File: config.mk
export PLATFORM = sky130hd
export DESIGN_NAME = fetch_unit
export DESIGN_NICKNAME = d
export VERILOG_FILES = /design/src/rtl/fetch_unit_pkg.sv /design/src/rtl/fetch_unit_if_id_reg.sv /design/src/rtl/fetch_unit.sv
export SDC_FILE = /design/constraint.sdc
export NUM_CORES = 1
export LEC_CHECK = 0
export ABC_CLOCK_PERIOD_IN_PS = 2700
export CAP_MARGIN = 20
export CORE_ASPECT_RATIO = 2
export CORE_MARGIN = 5
export CORE_UTILIZATION = 40
export CTS_BUF_LIST = sky130_fd_sc_hd__clkbuf_8
export DETAILED_ROUTE_END_ITERATION = 16
export HOLD_SLACK_MARGIN = 0.1
export PLACE_DENSITY = 0.7
export SLEW_MARGIN = 15
export SYNTH_ARGS = -nofsm -noshare
export SYNTH_HDL_FRONTEND = slang
export SYNTH_SLANG_ARGS = --single-unit
File: constraint.sdc
create_clock -name clk -period 2.7 [get_ports clk]
set_input_delay 0.81 -clock clk [delete_from_list [all_inputs] [get_ports clk]]
set_output_delay 0.81 -clock clk [all_outputs]
set_load 0.01 [all_outputs]
File: src/rtl/fetch_unit_pkg.sv
// Shared pipeline definitions: reset vector, NOP encoding, fetch FSM states
// and the redirect priority helper.
package fetch_unit_pkg;

  localparam logic [31:0] RESET_PC_DEFAULT = 32'h0040_0000;
  localparam logic [31:0] NOP_INSTR        = 32'h0000_0000;

  typedef enum logic [1:0] {
    FETCH = 2'd0,
    HOLD  = 2'd1,
    DRAIN = 2'd2
  } fetch_state_e;

  // JR beats J/JAL beats a taken branch; otherwise fall through.
  function automatic logic [31:0] select_next_pc(
    input logic        jr,
    input logic [31:0] jrTarget,
    input logic        jump,
    input logic [31:0] jumpTarget,
    input logic        branch,
    input logic [31:0] branchTarget,
    input logic [31:0] fallThrough
  );
    if (jr)          return jrTarget;
    else if (jump)   return jumpTarget;
    else if (branch) return branchTarget;
    else             return fallThrough;
  endfunction

endpackage

File: src/rtl/fetch_unit_if_id_reg.sv
// Pipeline boundary register with load, hold and flush-to-NOP; shared by the
// pipeline stage boundaries.
module if_id_reg
  import fetch_unit_pkg::*;
(
  input  logic        clk,
  input  logic        rst_n,
  input  logic        load_i,
  input  logic        flush_i,
  input  logic [31:0] instr_i,
  input  logic [31:0] pc_plus_4_i,
  output logic [31:0] instr_o,
  output logic [31:0] pc_plus_4_o,
  output logic        valid_o
);

  logic [31:0] instr_q;
  logic [31:0] pcPlus4_q;
  logic        valid_q;

  // Flush wins over load; neither means hold.
  always_ff @(posedge clk or negedge rst_n) begin
    if (!rst_n) begin
      instr_q   <= NOP_INSTR;
      pcPlus4_q <= 32'h0000_0000;
      valid_q   <= 1'b0;
    end else if (flush_i) begin
      instr_q   <= NOP_INSTR;
      pcPlus4_q <= 32'h0000_0000;
      valid_q   <= 1'b0;
    end else if (load_i) begin
      instr_q   <= instr_i;
      pcPlus4_q <= pc_plus_4_i;
      valid_q   <= 1'b1;
    end
  end

  assign instr_o     = instr_q;
  assign pc_plus_4_o = pcPlus4_q;
  assign valid_o     = valid_q;

endmodule

File: src/rtl/fetch_unit.sv
// Instruction fetch stage: PC, request/response handshake to instruction
// memory, decode-stall buffering, redirect draining and the IF/ID register.
module fetch_unit
  import fetch_unit_pkg::*;
#(
  parameter logic [31:0] RESET_PC = RESET_PC_DEFAULT
) (
  input  logic        clk,
  input  logic        rst_n,
  input  logic        stallF,
  input  logic        stallD,
  input  logic        flushD,
  input  logic        pcsrcD,
  input  logic [31:0] branch_target,
  input  logic        jumpD,
  input  logic [31:0] jump_target,
  input  logic        jrD,
  input  logic [31:0] jr_target,
  output logic        imem_req,
  output logic [31:0] imem_addr,
  input  logic        imem_ack,
  input  logic [31:0] imem_rdata,
  output logic [31:0] instrD,
  output logic [31:0] pc_plus_4_decoded,
  output logic        validD,
  output logic        fetch_busy
);

  fetch_state_e state_q, state_d;
  logic [31:0]  pc_q, pc_d;
  logic [31:0]  addr_q, addr_d;
  logic         pending_q, pending_d;
  logic         started_q;
  logic [31:0]  bufInstr_q, bufInstr_d;
  logic [31:0]  bufPc4_q, bufPc4_d;

  logic         fire;
  logic         redirect;
  logic [31:0]  pcPlus4;
  logic [31:0]  redirectTarget;
  logic [31:0]  nextPc;
  logic         ifidLoad;
  logic [31:0]  ifidInstr;
  logic [31:0]  ifidPc4;

  // started_q keeps the request low until the first edge after reset release,
  // so a stray ack during or just after reset is never accepted.
  always_ff @(posedge clk or negedge rst_n) begin
    if (!rst_n) begin
      state_q    <= FETCH;
      pc_q       <= RESET_PC;
      addr_q     <= RESET_PC;
      pending_q  <= 1'b0;
      started_q  <= 1'b0;
      bufInstr_q <= NOP_INSTR;
      bufPc4_q   <= 32'h0000_0000;
    end else begin
      state_q    <= state_d;
      pc_q       <= pc_d;
      addr_q     <= addr_d;
      pending_q  <= pending_d;
      started_q  <= 1'b1;
      bufInstr_q <= bufInstr_d;
      bufPc4_q   <= bufPc4_d;
    end
  end

  always_comb begin
    pcPlus4        = pc_q + 32'd4;
    redirect       = ~stallD & (jrD | jumpD | pcsrcD);
    redirectTarget = select_next_pc(jrD, jr_target, jumpD, jump_target,
                                    pcsrcD, branch_target, pcPlus4);
    nextPc         = redirect ? redirectTarget : pcPlus4;

    state_d    = state_q;
    pc_d       = pc_q;
    addr_d     = imem_addr;
    pending_d  = imem_req & ~imem_ack;
    bufInstr_d = bufInstr_q;
    bufPc4_d   = bufPc4_q;
    ifidLoad   = 1'b0;
    ifidInstr  = imem_rdata;
    ifidPc4    = pcPlus4;

    unique case (state_q)
      FETCH: begin
        if (fire) begin
          if (flushD) begin
            pc_d = nextPc;
          end else if (stallD) begin
            bufInstr_d = imem_rdata;
            bufPc4_d   = pcPlus4;
            state_d    = HOLD;
          end else begin
            ifidLoad = 1'b1;
            pc_d     = nextPc;
          end
        end else if (redirect) begin
          // A redirect is never lost, even when stallF suppressed the request.
          pc_d = redirectTarget;
          if (imem_req) state_d = DRAIN;
        end
      end
      HOLD: begin
        ifidInstr = bufInstr_q;
        ifidPc4   = bufPc4_q;
        if (flushD || !stallD) begin
          ifidLoad = ~flushD;
          pc_d     = nextPc;
          state_d  = FETCH;
        end
      end
      DRAIN: begin
        if (redirect) pc_d = redirectTarget;
        if (imem_ack) state_d = FETCH;
      end
      default: state_d = FETCH;
    endcase
  end

  always_comb begin
    imem_req = 1'b0;
    unique case (state_q)
      FETCH:   imem_req = started_q & (~stallF | pending_q);
      DRAIN:   imem_req = 1'b1;
      default: imem_req = 1'b0;
    endcase
    imem_addr  = pending_q ? addr_q : pc_q;
    fetch_busy = imem_req & ~imem_ack;
    fire       = (state_q == FETCH) & imem_req & imem_ack;
  end

  if_id_reg u_if_id (
    .clk         (clk),
    .rst_n       (rst_n),
    .load_i      (ifidLoad),
    .flush_i     (flushD),
    .instr_i     (ifidInstr),
    .pc_plus_4_i (ifidPc4),
    .instr_o     (instrD),
    .pc_plus_4_o (pc_plus_4_decoded),
    .valid_o     (validD)
  );

endmodule
### Word level (Yosys, flattened, before mapping)

Cells that the tools add are included.
W data, S select, Z words.

* output and inout bits: 99
* bits of input ports: 137
* logic and storage cells: 73
* register bits after elaboration: 197

* $add $sub $neg: 1
* reductions and logical operators: 8
* bitwise operators: 12
* eq/ne operators: 9
* muxes and demuxes: 33

Operators by type and width (number)
* $mux W32: 16
* $pmux W32 S3: 1
* $add A32 B3 Y32 const B: 1
* $mux W2: 7
* $ne A3 B3 Y1 const B: 4
* $mux W1: 6
* $pmux W2 S3: 1
* $reduce_and A6 Y1: 1
* $and A1 B1 Y1: 5
* $ne A2 B2 Y1 const B: 2
* $ne A4 B4 Y1 const B: 1
* $not A1 Y1: 4
* $pmux W1 S2: 2
* $reduce_and A4 Y1: 1
* $or A1 B1 Y1: 3
* $reduce_and A3 Y1: 1
* $reduce_bool A3 Y1: 1
* $eq A2 B1 Y1 const B: 1
* $eq A2 B2 Y1 const B: 1
* $logic_not A2 Y1: 1
* $reduce_bool A2 Y1: 1
* $logic_not A1 Y1: 1
* $logic_or A1 B1 Y1: 1

### Logic depth before layout (Yosys ltp)

* depth after elaboration: 10
* depth in mapped cells: 11
* mapped depth without buffers: 8

### Cells and area by module

Synthesis repeated with hierarchy kept, for this count alone.

* cells, all modules: 1113
* area, all modules: 10575.1 um2

By module, submodules not included
* fetch_unit: times used 1, sequential area each 3305.7 um2, area an instance 7937.6 um2, cells each 904
* if_id_reg: times used 1, sequential area each 1626.6 um2, area an instance 2637.5 um2, cells each 209

### Least setup slack after synthesis

No wires, ideal clock.

* kind: in2reg
* start: input jumpD
* end: register state_q[0]
* path slack: 213 ps
* setup time: 125 ps
* data required time: 2575 ps
* buffers on the path: 2
* stages on the path: 8
* arrival: 2363 ps
* path through: buf_2 -> nor3_1 -> or2_2 -> buf_2 -> nor2_1 -> o21ai_0 -> a221oi_1 -> mux2_2

* longest elaborated chain between the ends: 5

RTL lines
* start: declaration: line fetch_unit.sv:15 `input logic jumpD,`
* $or A1 B1 Y1 (2 in a row): line fetch_unit.sv:70 `redirect = ~stallD & (jrD | jumpD | pcsrcD);`
* $and A1 B1 Y1: line fetch_unit.sv:70
* $ne A3 B3 Y1 (no line)
* $reduce_and A6 Y1 (no line)
* end signal: assignment: line fetch_unit.sv:58 `state_q <= state_d;`
* end: declaration: line fetch_unit.sv:29 `fetch_state_e state_q, state_d;`

No other way between the ends.
A chain may end at the register's enable or synchronous reset.

### Worst setup path in the final report

* start: input imem_ack
* end: output fetch_busy

* longest elaborated chain between the ends: 2

RTL lines
* start: declaration: line fetch_unit.sv:21 `input logic imem_ack,`
* $not A1 Y1: line fetch_unit.sv:129 `fetch_busy = imem_req & ~imem_ack;`
* $and A1 B1 Y1: line fetch_unit.sv:129
* end: declaration: line fetch_unit.sv:26 `output logic fetch_busy`

No other way between the ends.

==> results.txt <==
The number of detailed-routing iterations run before antenna repair is 5, and the count of maximum capacitance violations is 0. A synthesized cell averages 9.39 sq um. The number of flops mapped to enable cells by yosys was 0; the number of clock sinks was 197. The die covers 29000 sq um.

The post-synthesis cell count is 1086. The data arrival time of the worst path was 1.84 ns; the final clock skew was 0.0223 ns. The floorplan step set the die width to 123 um. The placer congestion estimate came out at 0.939. Most common cell after layout, fill and taps aside: sky130_fd_sc_hd__nand2_1. The count of buffering cells on the critical path with inverters included came out at 3.

In this run the static leakage power is 0.00634 uW. The floorplan die height was 236 um. Detailed placement ended at an HPWL of 26800 um.

TritonCTS built the clock tree. The logs give -0.476 ns for the placement-stage worst setup slack and 45.8% for the share of power burned in combinational logic. The count of yosys warnings during synthesis came out at 0. The total area inside the core boundary comes to 25100 sq um. The initialized floorplan defines 82 standard-cell rows. The run gives 1228 as the net count after synthesis. First-pass GRT wire length: 53100 um. The initial antenna violation count is 1, and the number of global-route vias before repair is 9642. Setup repair after global routing could not meet its margin everywhere. The pin slew with the least headroom to its limit works out to 0.708 ns. The first routing iteration left 628 violations. The clock passes through at most 2 buffers. Yosys mapped the design onto 81 distinct sky130hd cell types.

In the final timing run, aggregate negative setup slack is 0 ns. Global routing used 24.0% of the available tracks. Input and output buffers added on the ports amount to 235. The number of nets in the layout is 1532.

The flip-flop and latch count after synthesis works out to 197. The async set or reset register ratio after synthesis is 100%, and the worst slew margin relative to its limit is 52.6%. The final hold slack came out at 0.219 ns. IR analysis of the VDD net gives a maximum drop of 374 uV. The register-to-register setup slack is 0.24 ns, and the delay of the slowest cell on the worst path is 0.57 ns.

From synthesis to final layout, the design area changed by 40.0%. The tools report the setup-violating endpoint count in the final report as 0. Internal power comes to 8400 uW. The clock period could shrink to 2.65 ns. For this block, the via count after detailed routing is 9426. The sequential power share is 37.3%. In this run the worst path has a maximum fanout of 6. For this design the top-level I/O count stands at 236. After synthesis the cells add up to 10200 sq um. The number of vias per cell came out at 5.42. The worst setup path is of the primary input to output pin kind.

The average detailed-routed wire length per instance was 19.9 um. In the synthesized netlist the dominant register cell turns out to be sky130_fd_sc_hd__dfrtp_1. The tools report the number of hold-slack violations in the final timing report as 0. On the critical path the largest part of the delay comes from buffers and inverters. The final-report max-slew violation count was 0. The detail route stage leaves a number of antenna-violating nets equal to 0. The worst register-to-register path begins at pending_q. Data on the critical path is required at its endpoint by 1.89 ns.

Counting cells, the worst reg-to-reg path comes to 11. The logs give 16.9% for the clock network fraction of total power and 0.377 GHz for the upper clock frequency limit. The clock edge transition at the registers on the reported setup and hold paths works out to 0.11 ns. The clock reaches the later pin of the worst-skew pair after 0.49 ns. The design draws 13400 uW. STA classifies the critical path endpoint as an output pin. The tools report the net switching power figure as 5000 uW. Among all stages on the critical path, the largest delay is contributed by sky130_fd_sc_hd__clkdlybuf4s50_1. The min-delay analysis places its worst path in the category primary input to async pin.

The layout cell share with drive strength beyond 1 works out to 17.0%. The startpoint type of the worst setup path was a primary input. For this configuration, the core starts out at a cell density of 40.5%. For the number of hold buffers added after CTS, the log shows 0.

The total overflow left after global routing is 0. The logs give 34700 um for the post-detailed-routing wire length and 76 for the maximum number of pins on one net before global-route repair. CTS placed an instance of sky130_fd_sc_hd__clkbuf_8 at the clock tree root.

The number of CTS-inserted buffers is 17. After detailed routing, the number of remaining DRC violations is 0. Share of the clock period used by the worst path: 98.3%. The switching power as a share of total power was 37.3%. The critical path goes through clkdlybuf4s50_1 -> inv_1 -> and2_1 -> clkdlybuf4s15_2. The worst register-to-register path ends at pc_q[4].

The run finished with clean final reports. For this design the ratio of total power to cell area is 938 nW/um^2. In this run the number of H-tree levels came out at 4. The top cell types in the final layout, fill and taps aside, are 237 x sky130_fd_sc_hd__nand2_1, 198 x sky130_fd_sc_hd__clkdlybuf4s50_1, 194 x sky130_fd_sc_hd__dfrtp_1. Setup slack closes at 0.0468 ns. Sequential cells were found to cover 48.4% of the synthesized design area.
## sequential cells by signal (all words and copies together) (netlist names)
register	count
addr_q	32
bufInstr_q	32
bufPc4_q	32
pc_q	32
u_if_id.instr_o	32
u_if_id.pc_plus_4_o	32
state_q	2
pending_q	1
started_q	1
u_if_id.valid_o	1
## layer usage
| metal | wire length, um | GRT usage (%) | vias to the layer above |
|---|---|---|---|
| met3 | 1650 | 3.92 | 78 |
| li1 | - | - | 4484 |
| met2 | 19300 | 45.2 | 334 |
| met1 | 12000 | 24.6 | 4530 |
| met4 | 1690 | 12.0 | 0 |
| met5 | 0 | 0 | - |
## worst max path at each step
stage | end | depth (start not counted) | startpoint | slack, ns
final | fetch_busy | 4 | imem_ack | 0.05
after global routing | fetch_busy | 5 | pending_q | -0.04
after CTS | imem_addr[13] | 3 | pending_q | -0.10
after detailed placement | fetch_busy | 6 | stallF | -0.48
after global placement | fetch_busy | 6 | stallF | -0.47
after floorplan | state_q[0] | 8 | jumpD | 0.21
## synth_stat cells (8+ instances only)
cell type	n	area (sq um)
sky130_fd_sc_hd__mux2_2	30	338
sky130_fd_sc_hd__o22ai_1	15	93.8
sky130_fd_sc_hd__dfrtp_1	195	4880
sky130_fd_sc_hd__nor2_1	72	270
sky130_fd_sc_hd__a22o_1	13	114
sky130_fd_sc_hd__o21ai_0	72	360
sky130_fd_sc_hd__mux2i_1	43	430
sky130_fd_sc_hd__a221o_1	8	80.1
sky130_fd_sc_hd__a211oi_1	12	90.1
sky130_fd_sc_hd__xnor2_1	13	114
sky130_fd_sc_hd__xor2_1	13	114
sky130_fd_sc_hd__a221oi_1	8	70.1
sky130_fd_sc_hd__inv_1	12	45.0
sky130_fd_sc_hd__nand2_1	238	893
sky130_fd_sc_hd__buf_2	25	125
sky130_fd_sc_hd__nand3_1	14	70.1
sky130_fd_sc_hd__clkbuf_1	36	135
sky130_fd_sc_hd__nor3_1	11	55.1
sky130_fd_sc_hd__buf_1	11	41.3
sky130_fd_sc_hd__nand2b_1	8	50.1
sky130_fd_sc_hd__o31ai_1	46	345
sky130_fd_sc_hd__a21oi_1	50	250
sky130_fd_sc_hd__nor4b_1	8	70.1
## cell type report
class / count / area (sq um)
tap: 336 / 420
antenna: 1 / 2.50
multi-input combinational: 797 / 4890
clock buffer: 21 / 289
clock inverter: 11 / 193
sequential: 197 / 4930
timing repair buffer: 364 / 3490
inverter: 13 / 48.8
fill: 2318 / 10900
## power groups by stage
stage	sequential [uW]	combinational, uW	clock (uW)
2_1_floorplan	4920	3060	0
6_report	4990	6140	2260
5_1_grt	5130	6670	2440
4_1_cts	4990	6120	2320
3_5_place_dp	5040	6170	0
3_3_place_gp	4990	6090	0
## worst register-to-register path, cell delays in order, from the launching register on
cell and delay (ns):
sky130_fd_sc_hd__dfrtp_1 0.43, sky130_fd_sc_hd__buf_6 0.16, sky130_fd_sc_hd__clkbuf_16 0.17, sky130_fd_sc_hd__buf_4 0.16
sky130_fd_sc_hd__nor3b_2 0.29, sky130_fd_sc_hd__nor3_1 0.10, sky130_fd_sc_hd__buf_4 0.17, sky130_fd_sc_hd__o21ai_1 0.34
sky130_fd_sc_hd__buf_4 0.22, sky130_fd_sc_hd__nor2_1 0.04, sky130_fd_sc_hd__nor3b_1 0.19, sky130_fd_sc_hd__o2bb2ai_1 0.09
## metrics by stage
step / area (sq um) / instances / util (%)
2_1_floorplan: 10200 / 1086 / -
3_3_place_gp: 13700 / 1697 / 54.4
3_5_place_dp: 13700 / 1697 / 54.4
4_1_cts: 14200 / 1730 / 56.4
5_1_grt: 14300 / 1740 / 56.8
6_report: 14300 / 1740 / 56.8
## cells by family after synthesis
family | count (synthesis) | share of synthesized area (%)
flops | 197 | 48.4
fa+ha+maj | 5 | 0.614
simple gates | 398 | 17.4
xor+xnor | 27 | 2.39
compound gates | 293 | 19.6
mux | 73 | 7.54
other cells | 1 | 0.0368
buf+inv | 92 | 4.03
## what timing repair did
action,in CTS,in global routing
gates cloned,0,1
pin swaps,0,0
setup endpoints to repair,34,28
buffers inserted,1,8
resized for setup,43,44
Power figures use the tool's default switching activity.
